===== src/rtl/hazard_ctrl_pkg.sv =====
// Shared types and constants for the pipeline hazard/interrupt sequencer.
//   irq_state_t : interrupt entry/exit FSM states
//   RW_DEF      : default register-address width
//   R0          : hard-wired zero register; never the source of a hazard
package hazard_ctrl_pkg;
    typedef enum logic [1:0] {IDLE, DRAIN, INJECT, ISR} irq_state_t;
    localparam int RW_DEF = 4;
    localparam logic [RW_DEF-1:0] R0 = '0;
endpackage


===== src/rtl/hazard_ctrl_if.sv =====
// Pipeline <-> hazard controller bundle.
//   master : pipeline side (drives decode/execute/memory status, takes controls)
//   slave  : hazard_ctrl side
interface hazard_ctrl_if
    import hazard_ctrl_pkg::*;
#(
    parameter int RW = RW_DEF
);
    logic [RW-1:0] id_rs1, id_rs2, ex_reg_dst;
    logic id_use1, id_use2;
    logic ex_reg_wr, ex_wb_sel, ex_br_taken, ex_returni;
    logic mem_busy, irq_req, int_en;
    logic stall_pc, stall_if_id, stall_id_ex, stall_ex_mem;
    logic flush_if_id, flush_id_ex, flush_ex_mem;
    logic int_inject, int_ack, in_isr;

    modport master (
        output id_rs1, id_rs2, id_use1, id_use2, ex_reg_dst, ex_reg_wr, ex_wb_sel,
               ex_br_taken, ex_returni, mem_busy, irq_req, int_en,
        input  stall_pc, stall_if_id, stall_id_ex, stall_ex_mem,
               flush_if_id, flush_id_ex, flush_ex_mem, int_inject, int_ack, in_isr
    );
    modport slave (
        input  id_rs1, id_rs2, id_use1, id_use2, ex_reg_dst, ex_reg_wr, ex_wb_sel,
               ex_br_taken, ex_returni, mem_busy, irq_req, int_en,
        output stall_pc, stall_if_id, stall_id_ex, stall_ex_mem,
               flush_if_id, flush_id_ex, flush_ex_mem, int_inject, int_ack, in_isr
    );
endinterface


===== src/rtl/hazard_ctrl_irq_sync.sv =====
// Multi-flop synchroniser for the asynchronous interrupt request level.
//   clk, rst : core clock, async active-high reset (clears the chain)
//   d        : asynchronous input
//   q        : synchronised output, STAGES cycles later
module irq_sync #(
    parameter int STAGES = 2
) (
    input  logic clk,
    input  logic rst,
    input  logic d,
    output logic q
);
    logic [STAGES-1:0] sync_pipe;

    always_ff @(posedge clk or posedge rst) begin
        if (rst) sync_pipe <= '0;
        else     sync_pipe <= {sync_pipe[STAGES-2:0], d};
    end

    assign q = sync_pipe[STAGES-1];
endmodule


===== src/rtl/hazard_ctrl.sv =====
// Central pipeline sequencer for the 5-stage core: load-use bubbles, taken-branch
// squash, data-memory freeze, and interrupt drain/inject/ISR tracking.
//   clk, rst : core clock, async active-high reset
//   hz       : hazard_ctrl_if.slave -- decode/execute/memory status in,
//              stall/flush/interrupt controls out
module hazard_ctrl
    import hazard_ctrl_pkg::*;
#(
    parameter int RW           = RW_DEF,
    parameter int LOAD_BUBBLES = 1,
    parameter int DRAIN_CYCLES = 3,
    parameter int IRQ_SYNC     = 2
) (
    input  logic   clk,
    input  logic   rst,
    hazard_ctrl_if.slave hz
);
    localparam int DW = (DRAIN_CYCLES > 1) ? $clog2(DRAIN_CYCLES) : 1;

    irq_state_t    state;
    logic [DW-1:0] drain_cnt;
    logic [1:0]    bub_cnt;   // bubbles still owed after the first one
    logic          in_isr_q;
    logic          irq_s;

    logic [RW-1:0] dst;
    logic          busy, br, lu_hit, bub_act, lu_stall, commit;
    logic          s_pc, s_ifid, s_idex, s_exmem, f_ifid, f_idex, inj, ack;

    irq_sync #(.STAGES(IRQ_SYNC)) u_sync (
        .clk (clk),
        .rst (rst),
        .d   (hz.irq_req),
        .q   (irq_s)
    );

    assign dst  = hz.ex_reg_dst;
    assign busy = hz.mem_busy;
    assign br   = hz.ex_br_taken;

    assign lu_hit = hz.ex_wb_sel & hz.ex_reg_wr & (dst != RW'(R0)) &
                    ((hz.id_use1 & (hz.id_rs1 == dst)) |
                     (hz.id_use2 & (hz.id_rs2 == dst)));
    assign bub_act  = (bub_cnt != 2'd0);
    // Owed bubbles repeat without re-matching: the load has already left EX.
    assign lu_stall = lu_hit | bub_act;
    // Injection only commits on a cycle where ID actually advances into EX.
    assign commit   = (state == INJECT) & ~busy & ~br & ~lu_stall;

    always_comb begin
        s_pc = 1'b0; s_ifid = 1'b0; s_idex = 1'b0; s_exmem = 1'b0;
        f_ifid = 1'b0; f_idex = 1'b0; inj = 1'b0; ack = 1'b0;
        if (busy) begin
            s_pc = 1'b1; s_ifid = 1'b1; s_idex = 1'b1; s_exmem = 1'b1;
            inj  = (state == INJECT);
        end else if (br) begin
            f_ifid = 1'b1; f_idex = 1'b1;
        end else if (lu_stall) begin
            s_pc = 1'b1; s_ifid = 1'b1; f_idex = 1'b1;
        end else if (state == DRAIN || state == INJECT) begin
            s_pc = 1'b1; f_ifid = 1'b1;
            inj  = commit;
            ack  = commit;
        end
    end

    always_ff @(posedge clk or posedge rst) begin
        if (rst) begin
            state     <= IDLE;
            drain_cnt <= '0;
            bub_cnt   <= 2'd0;
            in_isr_q  <= 1'b0;
        end else if (!busy) begin
            if (br)          bub_cnt <= 2'd0;
            else if (bub_act) bub_cnt <= bub_cnt - 2'd1;
            else if (lu_hit)  bub_cnt <= 2'(LOAD_BUBBLES - 1);

            case (state)
                IDLE: if (irq_s && hz.int_en && !in_isr_q) begin
                    state     <= DRAIN;
                    drain_cnt <= '0;
                end
                DRAIN: begin
                    if (!hz.int_en)                          state <= IDLE;
                    else if (drain_cnt == DW'(DRAIN_CYCLES - 1)) state <= INJECT;
                    else                                     drain_cnt <= drain_cnt + 1'b1;
                end
                INJECT: if (commit) begin
                    state    <= ISR;
                    in_isr_q <= 1'b1;
                end
                ISR: if (hz.ex_returni) begin
                    state    <= IDLE;
                    in_isr_q <= 1'b0;
                end
                default: state <= IDLE;
            endcase
        end
    end

    // Gate everything with rst so controls drop immediately on reset, even
    // while mem_busy is asserted.
    assign hz.stall_pc     = ~rst & s_pc;
    assign hz.stall_if_id  = ~rst & s_ifid;
    assign hz.stall_id_ex  = ~rst & s_idex;
    assign hz.stall_ex_mem = ~rst & s_exmem;
    assign hz.flush_if_id  = ~rst & f_ifid;
    assign hz.flush_id_ex  = ~rst & f_idex;
    assign hz.flush_ex_mem = 1'b0;
    assign hz.int_inject   = ~rst & inj;
    assign hz.int_ack      = ~rst & ack;
    assign hz.in_isr       = ~rst & in_isr_q;
endmodule


===== src/flat_wrapper.sv =====
// flat-port wrapper written by rule: the top's interface ports become plain ports
module hazard_ctrl_flat import hazard_ctrl_pkg::*;
#(
    parameter int RW           = RW_DEF,
    parameter int LOAD_BUBBLES = 1,
    parameter int DRAIN_CYCLES = 3,
    parameter int IRQ_SYNC     = 2
)
  (clk, rst, hz_id_rs1, hz_id_rs2, hz_id_use1, hz_id_use2, hz_ex_reg_dst, hz_ex_reg_wr, hz_ex_wb_sel, hz_ex_br_taken, hz_ex_returni, hz_mem_busy, hz_irq_req, hz_int_en, hz_stall_pc, hz_stall_if_id, hz_stall_id_ex, hz_stall_ex_mem, hz_flush_if_id, hz_flush_id_ex, hz_flush_ex_mem, hz_int_inject, hz_int_ack, hz_in_isr);
  hazard_ctrl_if #(.RW(RW)) hz_i ();
  input  logic clk;
  input  logic rst;
  input wire logic [$bits(hz_i.id_rs1)-1:0] hz_id_rs1;
  input wire logic [$bits(hz_i.id_rs2)-1:0] hz_id_rs2;
  input wire logic [$bits(hz_i.id_use1)-1:0] hz_id_use1;
  input wire logic [$bits(hz_i.id_use2)-1:0] hz_id_use2;
  input wire logic [$bits(hz_i.ex_reg_dst)-1:0] hz_ex_reg_dst;
  input wire logic [$bits(hz_i.ex_reg_wr)-1:0] hz_ex_reg_wr;
  input wire logic [$bits(hz_i.ex_wb_sel)-1:0] hz_ex_wb_sel;
  input wire logic [$bits(hz_i.ex_br_taken)-1:0] hz_ex_br_taken;
  input wire logic [$bits(hz_i.ex_returni)-1:0] hz_ex_returni;
  input wire logic [$bits(hz_i.mem_busy)-1:0] hz_mem_busy;
  input wire logic [$bits(hz_i.irq_req)-1:0] hz_irq_req;
  input wire logic [$bits(hz_i.int_en)-1:0] hz_int_en;
  output wire logic [$bits(hz_i.stall_pc)-1:0] hz_stall_pc;
  output wire logic [$bits(hz_i.stall_if_id)-1:0] hz_stall_if_id;
  output wire logic [$bits(hz_i.stall_id_ex)-1:0] hz_stall_id_ex;
  output wire logic [$bits(hz_i.stall_ex_mem)-1:0] hz_stall_ex_mem;
  output wire logic [$bits(hz_i.flush_if_id)-1:0] hz_flush_if_id;
  output wire logic [$bits(hz_i.flush_id_ex)-1:0] hz_flush_id_ex;
  output wire logic [$bits(hz_i.flush_ex_mem)-1:0] hz_flush_ex_mem;
  output wire logic [$bits(hz_i.int_inject)-1:0] hz_int_inject;
  output wire logic [$bits(hz_i.int_ack)-1:0] hz_int_ack;
  output wire logic [$bits(hz_i.in_isr)-1:0] hz_in_isr;
  assign hz_i.id_rs1 = hz_id_rs1;
  assign hz_i.id_rs2 = hz_id_rs2;
  assign hz_i.id_use1 = hz_id_use1;
  assign hz_i.id_use2 = hz_id_use2;
  assign hz_i.ex_reg_dst = hz_ex_reg_dst;
  assign hz_i.ex_reg_wr = hz_ex_reg_wr;
  assign hz_i.ex_wb_sel = hz_ex_wb_sel;
  assign hz_i.ex_br_taken = hz_ex_br_taken;
  assign hz_i.ex_returni = hz_ex_returni;
  assign hz_i.mem_busy = hz_mem_busy;
  assign hz_i.irq_req = hz_irq_req;
  assign hz_i.int_en = hz_int_en;
  assign hz_stall_pc = hz_i.stall_pc;
  assign hz_stall_if_id = hz_i.stall_if_id;
  assign hz_stall_id_ex = hz_i.stall_id_ex;
  assign hz_stall_ex_mem = hz_i.stall_ex_mem;
  assign hz_flush_if_id = hz_i.flush_if_id;
  assign hz_flush_id_ex = hz_i.flush_id_ex;
  assign hz_flush_ex_mem = hz_i.flush_ex_mem;
  assign hz_int_inject = hz_i.int_inject;
  assign hz_int_ack = hz_i.int_ack;
  assign hz_in_isr = hz_i.in_isr;
  hazard_ctrl #(.RW(RW), .LOAD_BUBBLES(LOAD_BUBBLES), .DRAIN_CYCLES(DRAIN_CYCLES), .IRQ_SYNC(IRQ_SYNC)) u_core (.clk(clk), .rst(rst), .hz(hz_i));
endmodule

===== config.mk =====
export PLATFORM = sky130hd
export DESIGN_NAME = hazard_ctrl_flat
export DESIGN_NICKNAME = d
export VERILOG_FILES = /design/src/rtl/hazard_ctrl_pkg.sv /design/src/rtl/hazard_ctrl_if.sv /design/src/rtl/hazard_ctrl_irq_sync.sv /design/src/rtl/hazard_ctrl.sv /design/src/flat_wrapper.sv
export SDC_FILE = /design/constraint.sdc
export NUM_CORES = 1
export LEC_CHECK = 0
export BUFFER_PORTS_ARGS = -buffer_cell sky130_fd_sc_hd__buf_2
export CAP_MARGIN = 10
export CELL_PAD_IN_SITES_DETAIL_PLACEMENT = 0
export CELL_PAD_IN_SITES_GLOBAL_PLACEMENT = 2
export CORE_MARGIN = 3
export CORE_UTILIZATION = 25
export DETAILED_ROUTE_END_ITERATION = 7
export GPL_TIMING_DRIVEN = 1
export MAX_ROUTING_LAYER = met4
export PLACE_DENSITY = 0.81
export REMOVE_ABC_BUFFERS = 1
export SKIP_CTS_REPAIR_TIMING = 1
export SLEW_MARGIN = 10
export SYNTH_ARGS = -nofsm -noshare
export SYNTH_HDL_FRONTEND = slang
export SYNTH_SLANG_ARGS = --single-unit

===== constraint.sdc =====
create_clock -name clk -period 2.27 [get_ports clk]
set_input_delay 0.227 -clock clk [delete_from_list [all_inputs] [get_ports clk]]
set_output_delay 0.227 -clock clk [all_outputs]
set_load 0.02 [all_outputs]

* Word level (Yosys, flattened, before mapping)
Index checks and enable logic that the tools add are counted.
Word-level totals: output and inout port bits 10, flip-flop bits (word level) 9
Operators by class: add/subtract/negate cells 2, bitwise operators 22, muxes and demuxes 34, equal/unequal tests 12, reduce and logical (&&, ||, !) cells 14
Operators by type and width (count):
- $mux W2 | 11
- $mux W1 | 20
- $and A1 B1 Y1 | 16
- $reduce_and A5 Y1 | 2
- $eq A4 B4 Y1 | 2
- $pmux W2 S4 | 1
- $eq A2 B2 Y1 const B | 3
- $ne A2 B2 Y1 const B | 3
- $reduce_bool A2 Y1 | 3
- $ne A2 B1 Y1 const B | 2
- $not A1 Y1 | 4
- $pmux W2 S2 | 1
- $reduce_and A4 Y1 | 1
- $reduce_bool A4 Y1 | 1
- $ne A3 B3 Y1 const B | 1
- $reduce_bool A3 Y1 | 1
- $add A2 B1 Y2 const B | 1
- $eq A2 B1 Y1 const B | 1
- $logic_and A1 B1 Y1 | 2
- $logic_not A2 Y1 | 1
- $or A1 B1 Y1 | 2
- $pmux W1 S2 | 1
- $reduce_and A2 Y1 | 1
- $sub A2 B1 Y2 const B | 1
- other kinds (2) | 2

* Logic depth before layout (Yosys ltp)
Gate-level depths: netlist of run 1.
depth after elaboration 12, mapped depth 8, gate-level depth less buffers 8

* Hierarchy
A second synthesis of run 1 with hierarchy kept.
Unflattened totals: cells, all modules 93, area, all modules 770.7 um^2
Modules (own cells, without submodules):
- hazard_ctrl | cells an instance 90, area an instance 716.9 um^2, times used 1, sequential area each 175.2 um^2
- irq_sync | cells an instance 3, area an instance 53.8 um^2, times used 1, sequential area each 50.0 um^2

* Worst setup path before layout of run 1
Ideal clock, no wire load.
path type register to output, from register u_core.state[0], to output hz_int_ack, cell stages (with the launch flop) 6, data arrival time 1.634 ns, setup slack 0.409 ns, cell sequence dfrtp_1 > inv_1 > ha_1 > inv_1 > or4_4 > nor3_2
Between the ends: word-level cells in the longest chain between the ends 9
Ends and longest elaborated chain:
- start, declared | line hazard_ctrl.sv:20 | irq_state_t state;
- start signal, assigned | line hazard_ctrl.sv:69 | state <= IDLE;
- start signal, assigned | line hazard_ctrl.sv:80 | state <= DRAIN;
- start signal, assigned | line hazard_ctrl.sv:84 | if (!hz.int_en) state <= IDLE;
- $eq A2 B2 Y1 | line hazard_ctrl.sv:48, hazard_ctrl.sv:60
- $and A1 B1 Y1 (3 in a row) | line hazard_ctrl.sv:48 | assign commit = (state == INJECT) & ~busy & ~br & ~lu_stall;
- $mux W1 (*) | line hazard_ctrl.sv:60 | end else if (state == DRAIN || state == INJECT) begin
- $mux W1 (*) | line hazard_ctrl.sv:58 | end else if (lu_stall) begin
- $mux W1 (*) | line hazard_ctrl.sv:56 | end else if (br) begin
- $mux W1 (*) | line hazard_ctrl.sv:53 | if (busy) begin
- $and A1 B1 Y1 (*) | line hazard_ctrl.sv:111 | assign hz.int_ack = ~rst & ack;
- end, declared | line flat_wrapper.sv:33 | output wire logic [$bits(hz_i.int_ack)-1:0] hz_int_ack;
Mark *: on every way between the ends. The rest lies on a longest branch, timed or not.

* Worst setup path after layout of run 1
Same ends and word-level chain as after synthesis.

==> flow_metrics.env, run 1 <==
export IMPL_final_setup_skew_ns=0.00760
export IMPL_critPathMaxFanout=4
export IMPL_period_needed_ns=2.16
export IMPL_cpMaxStageDelayCell="or4_4"
export IMPL_pwr_share_comb_pct=51.3
export IMPL_critPathBufInv=3
export IMPL_crit_chain="inv_1, ha_1, inv_1, or4_4, nor3_2, buf_2"
export IMPL_hold_viol=4
export IMPL_regArea_um2=226
export IMPL_seq_area_frac_synth_pct=29.6
export IMPL_yosys_warnings=0
export IMPL_dp_hpwl_um=1480
export IMPL_start_util_pct=26.9
export IMPL_row_count=19
export IMPL_required_ns=2.04
export IMPL_cp_num_cells=6
export IMPL_peakVddDrop_mv=0.160
export IMPL_n_fill_cell=305
export IMPL_grt_max_degree=13
export IMPL_htreeDepth=1
export IMPL_slowest_delay_ns=0.54
export IMPL_r2r_cells=7
export IMPL_cts_tree="done"
export IMPL_dr_pass1_iters=4
export IMPL_critical_path_most_common_cell="inv_1"
export IMPL_finalCritPeriodShare_pct=95.3
export IMPL_p_clk_share_pct=17.0
export IMPL_switching_share_pct=40.6
export IMPL_drc=0
export IMPL_track_usage_pct=10.6
export IMPL_violations="hold timing"
export IMPL_worst_skew_pair_late_latency_ns=0.26
export IMPL_crit_arrival_ns=1.94
export IMPL_finalSetupViolCount=0
export IMPL_io_buffer_count=31
export IMPL_r2r_slack_ns=0.32
export IMPL_core_area_um2=2830
export IMPL_die_w_um=61.2
export IMPL_clockBufferDepth=2
export IMPL_powerDensity_nw_per_um2=752
export IMPL_crit_path_end_kind="primary output"
export IMPL_maxCapViolations=0
export IMPL_grt_ovfl_total=0
export IMPL_synth_cell_types=36
export IMPL_place_gp_congestion=0.777
export IMPL_finalNonFillerCells=151
export IMPL_clk_pin_slew_worst_paths_ns=0.06
export IMPL_cts_root_buf="clkbuf_4"
export IMPL_drt_iter0_drc=12
export IMPL_clock_fmax_mhz=462
export IMPL_dieArea_um2=3750
export IMPL_wire_per_inst_um=11.4
export IMPL_layout_commonest_cell="buf_2"
export IMPL_cts_sinks=9
export IMPL_grt_pass1_vias=691
export IMPL_cp_start_kind="flip-flop"
export IMPL_die_h_um=61.2
export IMPL_slew_viol_final=0
export IMPL_netlist_instances=88
export IMPL_grt_first_pass_wirelength_um=2870
export IMPL_diodes=0
export IMPL_ys_ff_latch=9
export IMPL_p_seq_share_pct=31.7
export IMPL_p_switching_w=0.000297
export IMPL_mostFrequentLayoutCells="buf_2, inv_1, nor2_1"
export IMPL_whs_ns=-0.0101
export IMPL_p_leak_nw=0.500
export IMPL_antenna_found_initial=0
export IMPL_utilization_pct=34.4
export IMPL_cts_buffers=3
export IMPL_rsz0062_at_grt="false"
export IMPL_drtAntennaViolNets=0
export IMPL_status="finished, violations left"
export IMPL_power_internal_w=0.000435
export IMPL_drive_above_1_share_pct=38.3
export IMPL_finalNetCount=150
export IMPL_wl_um=1730
export IMPL_placed_cells=146
export IMPL_min_path_type="in2async"
export IMPL_tns_ns=0
export IMPL_syn_cell_area_um2=762
export IMPL_areaGrowthSynthToFinish_pct=27.8
export IMPL_synth_avg_cell_area_um2=8.66
export IMPL_io_pins=33
export IMPL_cp_top_family="simple AND/OR/NAND/NOR gates"
export IMPL_multi_input_area_um2=483
export IMPL_viasPerCell=4.70
export IMPL_vias=709
export IMPL_crit_type="reg2out"
==> layout make-up <==
cell class                      count  share of cell area, %
Multi-Input combinational cell     66                   49.6
Sequential cell                     9                   23.3
Timing Repair Buffer               32                   17.0
Tap cell                           31                   3.98
Inverter                            9                   3.47
Clock buffer                        4                   2.70
==> routing by layer <==
layer / GRT usage, % / routed length [um] / share of wire [%] / up-vias
met5: - / 0 / 0 / -
met4: 1.86 / 8 / 0.46 / 0
met3: 3.98 / 140 / 8.1 / 2
met2: 17.2 / 835 / 48 / 25
met1: 12.6 / 742 / 43 / 318
li1: - / - / - / 364
==> stage by stage <==
stage | total power [W] | hold slack [ns] | worst slack [ns] | instance area [um^2]
after floorplan | 0.000495 | 0.0549 | 0.409 | 739
after global placement | 0.000592 | 0.290 | 0.335 | 933
after detailed placement | 0.000597 | 0.296 | 0.314 | 933
after CTS | 0.000726 | 0.0119 | 0.0436 | 960
after global routing | 0.000807 | 0.0257 | 0.00511 | 973
final | 0.000732 | -0.0101 | 0.107 | 973
==> cell usage after synthesis <==
cell type  count  area [um^2]
a2111oi_2      1         15.0
a211oi_1       1         7.51
a21o_1         1         7.51
a21oi_1        4         20.0
a21oi_2        1         8.76
a311oi_1       1         8.76
a31oi_1        1         6.26
and2_1         1         6.26
buf_1          1         3.75
buf_4          2         15.0
clkbuf_1       1         3.75
conb_1         1         3.75
dfrtp_1        9          225
ha_1           6         75.1
inv_1          9         33.8
mux2_2         1         11.3
nand2_1        6         22.5
nand3_1        3         15.0
nand3_2        1         10.0
nand3b_1       1         7.51
nand4_2        2         25.0
nor2_1         9         33.8
nor2b_1        3         18.8
nor3_1         3         15.0
nor3_2         1         10.0
nor3b_1        1         7.51
nor4_2         1         12.5
nor4b_1        1         8.76
o21a_1         1         7.51
o21ai_0        2         10.0
o311ai_0       1         8.76
o31ai_1        1         7.51
o41ai_1        1         8.76
or4_4          1         11.3
xnor2_1        2         17.5
xor2_1         6         52.6
==> logic make-up (layout without fill, tap and decap cells) <==
logic type                 count (synthesis)  after routing  synth area share (%)
buffers and inverters                     13             45                  7.39
muxes                                      1              1                  1.48
xor gates and xnor gates                   8              8                  9.20
DFF                                        9              9                  29.6
and+or+nand+nor                           34             34                  26.8
adders and majority gates                  6              6                  9.85
AOI/OAI and AO/OA                         16             16                  15.3
other                                      1              1                 0.492
==> worst paths after layout <==
path                                               to                        from
hold / removal                        u_core.state[0]                         rst
setup / recovery                           hz_int_ack             u_core.state[0]
setup reg to reg                  u_core.drain_cnt[1]                   flip-flop
min in group clk           u_core.u_sync.sync_pipe[0]                  hz_irq_req
hold reg to reg            u_core.u_sync.sync_pipe[1]  u_core.u_sync.sync_pipe[0]
max in group asynchronous                   async pin                         rst
==> power groups by stage <==
stage / combinational [W] / clock [W] / sequential [W]
detailed placement: 0.000360 / 0 / 0.000238
global route: 0.000431 / 0.000137 / 0.000238
finish: 0.000375 / 0.000125 / 0.000232
floorplan: 0.000266 / 0 / 0.000228
global placement: 0.000358 / 0 / 0.000234
CTS: 0.000362 / 0.000129 / 0.000234
Power figures use the tool's default switching activity.
==> run 2: changes to the inputs <==
--- a/config.mk
+++ b/config.mk
@@ -13,7 +13,6 @@
 export CORE_UTILIZATION = 25
 export DETAILED_ROUTE_END_ITERATION = 7
 export GPL_TIMING_DRIVEN = 1
-export MAX_ROUTING_LAYER = met4
 export PLACE_DENSITY = 0.81
 export REMOVE_ABC_BUFFERS = 1
 export SKIP_CTS_REPAIR_TIMING = 1
==> run 2 against run 1 <==
The flow still finishes with violations (hold timing). Final cell count unchanged. Global-route usage down 0.32 points. Clock-buffer cell count unchanged. Die area unchanged. Register-to-register slack about the same. Power about the same. Worst hold slack unchanged. Critical path depth unchanged. Clock power about the same. Via count unchanged. Critical path type unchanged. Critical endpoint unchanged.
==> flow_metrics.env, run 2 (synthesis results as in run 1) <==
export IMPL_critical_path_most_common_cell="inv_1"
export IMPL_antenna_found_initial=0
export IMPL_dr_pass1_iters=4
export IMPL_finalSetupViolCount=0
export IMPL_finalNetCount=150
export IMPL_final_setup_skew_ns=0.00760
export IMPL_clock_fmax_mhz=462
export IMPL_required_ns=2.04
export IMPL_period_needed_ns=2.16
export IMPL_cp_top_family="simple AND/OR/NAND/NOR gates"
export IMPL_maxCapViolations=0
export IMPL_vias=709
export IMPL_critPathMaxFanout=4
export IMPL_grt_pass1_vias=691
export IMPL_whs_ns=-0.0101
export IMPL_row_count=19
export IMPL_track_usage_pct=10.3
export IMPL_drc=0
export IMPL_slowest_delay_ns=0.54
export IMPL_violations="hold timing"
export IMPL_areaGrowthSynthToFinish_pct=27.8
export IMPL_die_w_um=61.2
export IMPL_layout_commonest_cell="buf_2"
export IMPL_wl_um=1730
export IMPL_crit_type="reg2out"
export IMPL_powerDensity_nw_per_um2=752
export IMPL_diodes=0
export IMPL_worst_slack_ns=0.107
export IMPL_cts_buffers=3
export IMPL_cpMaxStageDelayCell="or4_4"
export IMPL_finalCritPeriodShare_pct=95.3
export IMPL_viasPerCell=4.70
export IMPL_io_buffer_count=31
export IMPL_core_area_um2=2830
export IMPL_worst_skew_pair_late_latency_ns=0.26
export IMPL_crit_path_end_kind="primary output"
export IMPL_drive_above_1_share_pct=38.3
export IMPL_r2r_cells=7
export IMPL_drt_iter0_drc=12
export IMPL_wire_per_inst_um=11.4
export IMPL_dieArea_um2=3750
export IMPL_clk_pin_slew_worst_paths_ns=0.06
export IMPL_crit_arrival_ns=1.94
export IMPL_start_util_pct=26.9
export IMPL_status="finished, violations left"
export IMPL_grt_ovfl_total=0
export IMPL_dp_hpwl_um=1480
export IMPL_slew_viol_final=0
export IMPL_pre_cts_ws_ns=0.314
export IMPL_rsz0062_at_grt="false"
export IMPL_drtAntennaViolNets=0
export IMPL_place_gp_congestion=0.767
export IMPL_hold_viol=4
export IMPL_r2r_slack_ns=0.32
export IMPL_peakVddDrop_mv=0.160
export IMPL_htreeDepth=1
export IMPL_min_path_type="in2async"
export IMPL_cp_start_kind="flip-flop"
export IMPL_p_leak_nw=0.500
export IMPL_r2r_end="u_core.drain_cnt[1]"
export IMPL_die_h_um=61.2
export IMPL_tns_ns=0
export IMPL_io_pins=33
export IMPL_mostFrequentLayoutCells="buf_2, inv_1, nor2_1"
export IMPL_cts_root_buf="clkbuf_4"
export IMPL_critPathBufInv=3
export IMPL_clockBufferDepth=2
export IMPL_cts_tree="done"
export IMPL_grt_first_pass_wirelength_um=2870
export IMPL_cts_sinks=9
export IMPL_grt_max_degree=13
export IMPL_crit_chain="inv_1, ha_1, inv_1, or4_4, nor3_2, buf_2"
## run 2: how the worst max path moves through the flow
stage	depth (start not counted)	slack, ns	endpoint	startpoint
floorplan	5	0.41	hz_int_ack	u_core.state[0]
global placement	8	0.33	hz_int_inject	hz_ex_reg_dst[1]
detailed placement	8	0.31	hz_int_inject	hz_ex_reg_dst[1]
CTS	6	0.04	hz_int_inject	u_core.state[0]
global route	6	0.005	hz_int_ack	u_core.state[0]
finish	6	0.11	hz_int_ack	u_core.state[0]
## run 2: cell type report
type                       count  area (um^2)
timing repair buffer          32          165
fill                         305         1860
tap                           31         38.8
inverter                       9         33.8
clock buffer                   4         26.3
multi-input combinational     66          483
sequential                     9          226
## run 2: metal layers
layer / global-route usage [%] / share of wire (%) / routed length, um
met1: 12.3 / 42 / 729
met2: 17.2 / 48 / 836
met3: 4.40 / 8.9 / 154
met4: 1.86 / 0.46 / 8
met5: 0 / 0 / 0
## run 2: report_power, final
| group | internal, W | switching [W] | total, W |
|---|---|---|---|
| Clock | 0.0000677 | 0.0000568 | 0.000125 |
| Sequential | 0.000203 | 0.0000293 | 0.000232 |
| Combinational | 0.000164 | 0.000211 | 0.000375 |
## run 2: metrics by stage
stage               instances  utilization [%]  power [W]  area [um^2]
finish                    151             34.4   0.000732          973
global route              151             34.4   0.000807          973
CTS                       150             33.9   0.000726          960
detailed placement        146             33.0   0.000597          933
global placement          146             33.0   0.000592          933
floorplan                  84                -   0.000495          739
